===== src/rtl/expr_chk_pkg.sv =====
// rtl/expr_chk_pkg.sv - shared constants, field layout and FSM states for expr_result_checker
// Contents:
//   Y_W, NUM_FIELDS        packed result bus width and field count
//   FIELD_W, FIELD_LSB     per-field width and LSB position, index 0 = y0 (MSB end)
//   DEF_MISR_SEED/POLY     default signature seed and feedback polynomial
//   state_t                checker run state
//   misr_fold              folds the 90-bit result into 32 bits for the MISR
package expr_chk_pkg;

  localparam int Y_W        = 90;
  localparam int NUM_FIELDS = 18;

  localparam int FIELD_W [NUM_FIELDS] = '{
    4, 5, 6, 4, 5, 6, 4, 5, 6, 4, 5, 6, 4, 5, 6, 4, 5, 6
  };

  localparam int FIELD_LSB [NUM_FIELDS] = '{
    86, 81, 75, 71, 66, 60, 56, 51, 45, 41, 36, 30, 26, 21, 15, 11, 6, 0
  };

  localparam logic [31:0] DEF_MISR_SEED = 32'hFFFF_FFFF;
  localparam logic [31:0] DEF_MISR_POLY = 32'h04C1_1DB7;

  typedef enum logic [1:0] {
    IDLE,
    RUN,
    DONE
  } state_t;

  function automatic logic [31:0] misr_fold(input logic [Y_W-1:0] y);
    return y[31:0] ^ y[63:32] ^ {6'b0, y[89:64]};
  endfunction

endpackage


===== src/rtl/expr_misr32.sv =====
// rtl/expr_misr32.sv - 32-bit MISR compacting folded result beats into a signature
// Ports:
//   clk, rst    clock, asynchronous active-high reset (loads SEED)
//   load_seed   synchronous reload of SEED, wins over enable
//   enable      absorb y into the signature this cycle
//   y           packed result beat
//   sig         current signature
module expr_misr32
  import expr_chk_pkg::*;
#(
  parameter logic [31:0] SEED = DEF_MISR_SEED,
  parameter logic [31:0] POLY = DEF_MISR_POLY
) (
  input  logic           clk,
  input  logic           rst,
  input  logic           load_seed,
  input  logic           enable,
  input  logic [Y_W-1:0] y,
  output logic [31:0]    sig
);

  logic [31:0] fold;
  logic [31:0] sig_step;

  assign fold     = misr_fold(y);
  // Galois-style shift with polynomial feedback, then XOR in the folded beat.
  assign sig_step = {sig[30:0], 1'b0} ^ (sig[31] ? POLY : 32'h0) ^ fold;

  always_ff @(posedge clk or posedge rst) begin
    if (rst) begin
      sig <= SEED;
    end else if (load_seed) begin
      sig <= SEED;
    end else if (enable) begin
      sig <= sig_step;
    end
  end

endmodule


===== config.mk =====
export PLATFORM = sky130hd
export DESIGN_NAME = expr_misr32
export DESIGN_NICKNAME = d
export VERILOG_FILES = /design/src/rtl/expr_chk_pkg.sv /design/src/rtl/expr_misr32.sv
export SDC_FILE = /design/constraint.sdc
export NUM_CORES = 1
export LEC_CHECK = 0
export CORE_MARGIN = 2
export CORE_UTILIZATION = 43
export CTS_BUF_LIST = sky130_fd_sc_hd__clkbuf_8 sky130_fd_sc_hd__clkbuf_16
export DETAILED_ROUTE_END_ITERATION = 8
export PLACE_DENSITY_LB_ADDON = 0.15
export SYNTH_ARGS = -nofsm -noshare
export SYNTH_HDL_FRONTEND = slang
export SYNTH_SLANG_ARGS = --single-unit
export TNS_END_PERCENT = 50

===== constraint.sdc =====
create_clock -name clk -period 2.55 [get_ports clk]
set_input_delay 0.255 -clock clk [delete_from_list [all_inputs] [get_ports clk]]
set_output_delay 0.255 -clock clk [all_outputs]
set_load 0.01 [all_outputs]

==> results.sh, run 1 <==
export IMPL_setup_worst_path_end_class="primary output"
export IMPL_leakage_nw=1.50
export IMPL_worstSetupStartpointType="register"
export IMPL_hp_class="reg2reg"
export IMPL_io_pins=126
export IMPL_rrSetupSlack_ns=0.78
export IMPL_min_period_ns=2.02
export IMPL_min_period_over_period=0.793
export IMPL_drt_initial_drc_count=56
export IMPL_die_x_microns=77.7
export IMPL_numPortBuffers=125
export IMPL_cts_resized=0
export IMPL_vias_per_cell=4.70
export IMPL_cp_endpoint="sig[31]"
export IMPL_fp_coreArea_sq_um=5170
export IMPL_path_depth=1
export IMPL_drive_gt1_frac=0.144
export IMPL_rows=26
export IMPL_place_area_sq_um=3630
export IMPL_drt_total_wl_microns=5460
export IMPL_grt_pass1_wl_microns=9060
export IMPL_dp_hpwl_microns=4280
export IMPL_worstSkewPairLatency_ns=0.28
export IMPL_cts_root_buf="clkbuf_8"
export IMPL_ys_types=15
export IMPL_remaining_drc_errors=0
export IMPL_first_pass_iters=4
export IMPL_vdd_ir_drop_max_v=0.000341
export IMPL_r2r_end="sig[22]"
export IMPL_synthCells=200
export IMPL_nets=419
export IMPL_layout_commonest_cell="clkdlybuf4s50_1"
export IMPL_top_regs="sig x32"
export IMPL_holdPathStages=2
export IMPL_fmax_ghz=0.495
export IMPL_cp_arrival_ns=1.77
export IMPL_finalHoldViolations=0
export IMPL_syn_to_final_growth_pct=61.1
export IMPL_grt_max_degree=33
export IMPL_cts_tree="done"
export IMPL_synth_avg_cell_area_sq_um=11.7
export IMPL_hold_buffers=0
export IMPL_crit_chain="clkdlybuf4s50_1"
export IMPL_tightest_slew_ns=0.626
export IMPL_start_util=0.451
export IMPL_tns_ns=0
export IMPL_post_cts_setup_buffers=0
export IMPL_gp_congestion=0.764
export IMPL_cpMaxStageDelayCell="dfstp_2"
export IMPL_cts_buffers=5
export IMPL_syn_cell_area_sq_um=2330
export IMPL_critPathRequiredTime_ns=2.30
export IMPL_setup_viol=0
export IMPL_die_area_sq_um=6030
export IMPL_cts_num_sinks=32
export IMPL_synth_warnings=0
export IMPL_finalClockSkew_ns=0.00441
export IMPL_maxCapViolCount=0
export IMPL_setup_worst_path_start="sig[31]"
export IMPL_largest_reg_flops=32
export IMPL_utilization=0.727
export IMPL_path_buf_inv=1
export IMPL_antenna_found_initial=0
export IMPL_cp_max_fo=16
export IMPL_synth_nets=294
export IMPL_route_detailed_wl_per_inst_microns=13.8
export IMPL_cpPeakStageDelay_ns=0.86
export IMPL_p_per_area_nw_per_um2=525
export IMPL_clk_pin_slew_ns=0.07
export IMPL_diodes=0
export IMPL_status="complete, no violations"
export IMPL_setup_worst_path_class="reg2out"
export IMPL_vias=1860
export IMPL_top_register="sig"
export IMPL_max_slew_margin=0.582
export IMPL_rsz0062_at_grt="no"
export IMPL_clock_path_buffers=2
export IMPL_htreeDepth=2
export IMPL_rr_worst_depth=3
export IMPL_rr_startpoint="sig[31]"
export IMPL_ys_seq_area_frac=0.360
export IMPL_drv_slew=0
export IMPL_die_h_microns=77.7
export IMPL_grt_overflow_total=0
export IMPL_antenna_left=0
export IMPL_cpLargestDelayFamily="flip-flops"
export IMPL_grt_pass1_vias=1968
export IMPL_grt_use_total=0.188
export IMPL_layout_common_cells="125 x clkdlybuf4s50_1, 62 x xnor2_1, 32 x dfstp_2, 20 x nor2b_1, 20 x a211o_1"
export IMPL_final_area_sq_um=3760
export IMPL_ys_ff_latch=32
[synth_stat cells]
cell,instances,area share
xnor2_1,62,0.23
dfstp_2,32,0.36
a211o_1,20,0.075
nor2b_1,20,0.054
xor2_1,14,0.053
a21oi_1,12,0.026
o21ai_1,12,0.026
xnor3_1,12,0.12
clkbuf_1,6,0.0097
buf_2,3,0.0064
inv_1,2,0.0032
xnor2_2,2,0.014
buf_12,1,0.0086
buf_6,1,0.0048
xor2_4,1,0.012
[layout make-up]
type / instances / area, sq um
sequential: 32 / 841
clock buffer: 7 / 96.3
clock inverter: 1 / 30.0
fill: 395 / 1410
inverter: 2 / 7.51
timing repair buffer: 129 / 1280
tap: 70 / 87.6
multi-input combinational: 155 / 1420
[metal layers]
layer | track usage | routed length, microns | vias to the layer above
met2 | 0.307 | 2660 | 78
met5 | 0 | 0 | -
li1 | - | - | 918
met1 | 0.238 | 2280 | 849
met4 | 0.0750 | 129 | 0
met3 | 0.0500 | 389 | 15
[how the worst min path moves through the flow]
stage                     startpoint       to
after detailed placement      sig[2]   sig[2]
after floorplan            load_seed   sig[0]
after CTS                    sig[11]  sig[11]
final                         sig[2]   sig[2]
after global placement        sig[4]   sig[4]
after global routing         sig[10]  sig[10]
[power by group]
| part | leakage (nW) | switching [W] | total (W) | internal [W] |
|---|---|---|---|---|
| sequential | 0.337 | 0.0000660 | 0.000676 | 0.000610 |
| clock | 0.0645 | 0.000190 | 0.000535 | 0.000345 |
| combinational | 1.10 | 0.000257 | 0.000763 | 0.000506 |
| total | 1.50 | 0.000513 | 0.00197 | 0.00146 |
[cell families after synthesis]
logic type	synth area share
flip-flops	0.360
AND/OR/NAND/NOR	0.0536
buffers and inverters	0.0327
XOR/XNOR	0.427
AO/OA/AOI/OAI	0.127
[through the flow]
stage	worst slack (ns)	power, W	hold slack (ns)	cells
2_1_floorplan	1.13	0.00112	0.357	200
3_3_place_gp	0.814	0.00144	0.534	388
3_5_place_dp	0.803	0.00145	0.541	388
4_1_cts	0.498	0.00200	0.550	396
5_1_grt	0.457	0.00208	0.569	396
6_report	0.529	0.00197	0.548	396
Power figures use the tool's default switching activity.
==> run 2: changes to the inputs <==
Settings changed: CORE_UTILIZATION 43 to 36.
Clock period 2.55 ns to 1.71 ns, I/O delays scaled along.
==> results.sh, run 2 (synthesized netlist as in run 1, its figures left out) <==
export IMPL_worstSetupStartpointType="register"
export IMPL_setup_worst_path_class="reg2out"
export IMPL_die_x_microns=84.5
export IMPL_drt_initial_drc_count=99
export IMPL_grt_pass1_wl_microns=8990
export IMPL_numPortBuffers=125
export IMPL_setup_worst_path_end_class="primary output"
export IMPL_first_pass_iters=4
export IMPL_grt_use_total=0.158
export IMPL_layout_commonest_cell="clkdlybuf4s50_1"
export IMPL_top_register="sig"
export IMPL_cts_tree="done"
export IMPL_syn_to_final_growth_pct=61.1
export IMPL_drt_total_wl_microns=5430
export IMPL_cts_root_buf="clkbuf_8"
export IMPL_p_per_area_nw_per_um2=738
export IMPL_fp_coreArea_sq_um=6310
export IMPL_cpLargestDelayFamily="flip-flops"
export IMPL_worstSkewPairLatency_ns=0.28
export IMPL_hold_buffers=0
export IMPL_min_period_ns=1.64
export IMPL_dp_hpwl_microns=4030
export IMPL_clock_path_buffers=2
export IMPL_die_h_microns=84.5
export IMPL_cts_resized=0
export IMPL_largest_reg_flops=32
export IMPL_busiest_layer="met2"
export IMPL_cpMaxStageDelayCell="dfstp_2"
export IMPL_drive_gt1_frac=0.144
export IMPL_drv_slew=0
export IMPL_diodes=0
export IMPL_cp_max_fo=5
export IMPL_start_util=0.370
export IMPL_route_detailed_wl_per_inst_microns=13.5
export IMPL_vias_per_cell=4.62
export IMPL_cts_num_sinks=32
export IMPL_met2_usage=0.254
export IMPL_crit_chain="clkdlybuf4s50_1"
export IMPL_antenna_left=0
export IMPL_vdd_ir_drop_max_v=0.000372
export IMPL_leakage_nw=1.50
export IMPL_antenna_found_initial=0
export IMPL_cpPeakStageDelay_ns=0.60
export IMPL_grt_overflow_total=0
export IMPL_min_period_over_period=0.956
export IMPL_tns_ns=0
export IMPL_path_buf_inv=1
export IMPL_cp_arrival_ns=1.46
export IMPL_io_pins=126
export IMPL_htreeDepth=2
export IMPL_tightest_slew_ns=0.709
export IMPL_fmax_ghz=0.612
export IMPL_nets=420
export IMPL_die_area_sq_um=7140
export IMPL_gp_congestion=0.752
export IMPL_vias=1860
export IMPL_rsz0062_at_grt="no"
export IMPL_grtUsageMet1=0.201
export IMPL_maxCapViolCount=0
export IMPL_grt_max_degree=41
export IMPL_grtUsageMet3=0.0462
export IMPL_status="complete, no violations"
export IMPL_max_slew_margin=0.527
export IMPL_place_area_sq_um=3660
export IMPL_remaining_drc_errors=0
export IMPL_setup_viol=0
export IMPL_post_cts_setup_buffers=0
export IMPL_hp_class="reg2reg"
export IMPL_top_regs="sig x32"
export IMPL_finalClockSkew_ns=0.00255
export IMPL_clk_pin_slew_ns=0.06
export IMPL_finalHoldViolations=0
export IMPL_cts_buffers=5
export IMPL_layout_common_cells="125 x clkdlybuf4s50_1, 62 x xnor2_1, 32 x dfstp_2, 20 x nor2b_1, 20 x a211o_1"
export IMPL_grt_pass1_vias=1901
export IMPL_rows=29
export IMPL_final_area_sq_um=3760
export IMPL_fillers=564
export IMPL_critPathRequiredTime_ns=1.54
-- run 2: cell types whose count changed in the layout (fill, tap and decap cells not counted), sizes merged --
cell / previous run / this run
buf: 4 / 5
bufinv: 1 / 0
-- run 2: metrics by stage --
stage	power [W]	hold WS, ns	util	cells	setup slack (ns)
finish	0.00278	0.550	0.595	403	0.0748
global route	0.00295	0.568	0.595	403	0.0201
CTS	0.00282	0.554	0.595	403	0.0445
detailed placement	0.00217	0.546	0.580	396	0.207
global placement	0.00216	0.533	0.580	396	0.226
floorplan	0.00167	0.273	-	200	0.294
-- run 2: power by group --
group	internal, W	switching, W
combinational	0.000764	0.000390
sequential	0.000910	0.0000849
clock	0.000358	0.000268
total	0.00203	0.000743
-- run 2: worst paths after layout --
check | start | end | slack [ns] | cells past startpoint
max | sig[31] | sig[31] | 0.07 | 1
min | sig[7] | sig[7] | 0.55 | 2
max reg2reg | sig[31] | sig[2] | 0.24 | 4
min reg2reg | sig[7] | sig[7] | 0.55 | 2
max in group asynchronous | rst | sig[2] | 1.10 | 3
min in group asynchronous | rst | sig[13] | 0.57 | 3
-- run 2: metal layers --
metal  up-vias  part of all wire
li1        920                 -
met1       859              0.44
met2        73              0.47
met3         8             0.075
met4         0             0.022
met5         -                 0
-- run 2: area by class of cell --
class                   instances  area (sq um)  area share
clock buffers                   7          96.3      0.0256
inverters                       2          7.51     0.00200
multi-input cells             155          1420       0.377
flip-flops and latches         32           841       0.224
well taps                      77          96.3      0.0256
repair buffers                130          1300       0.346
==> run 3: changes to the inputs <==
Settings changed: SLEW_MARGIN set to 25.
==> results of run 3 <==
The final DEF is identical to that of run 2; final timing and power are the same.
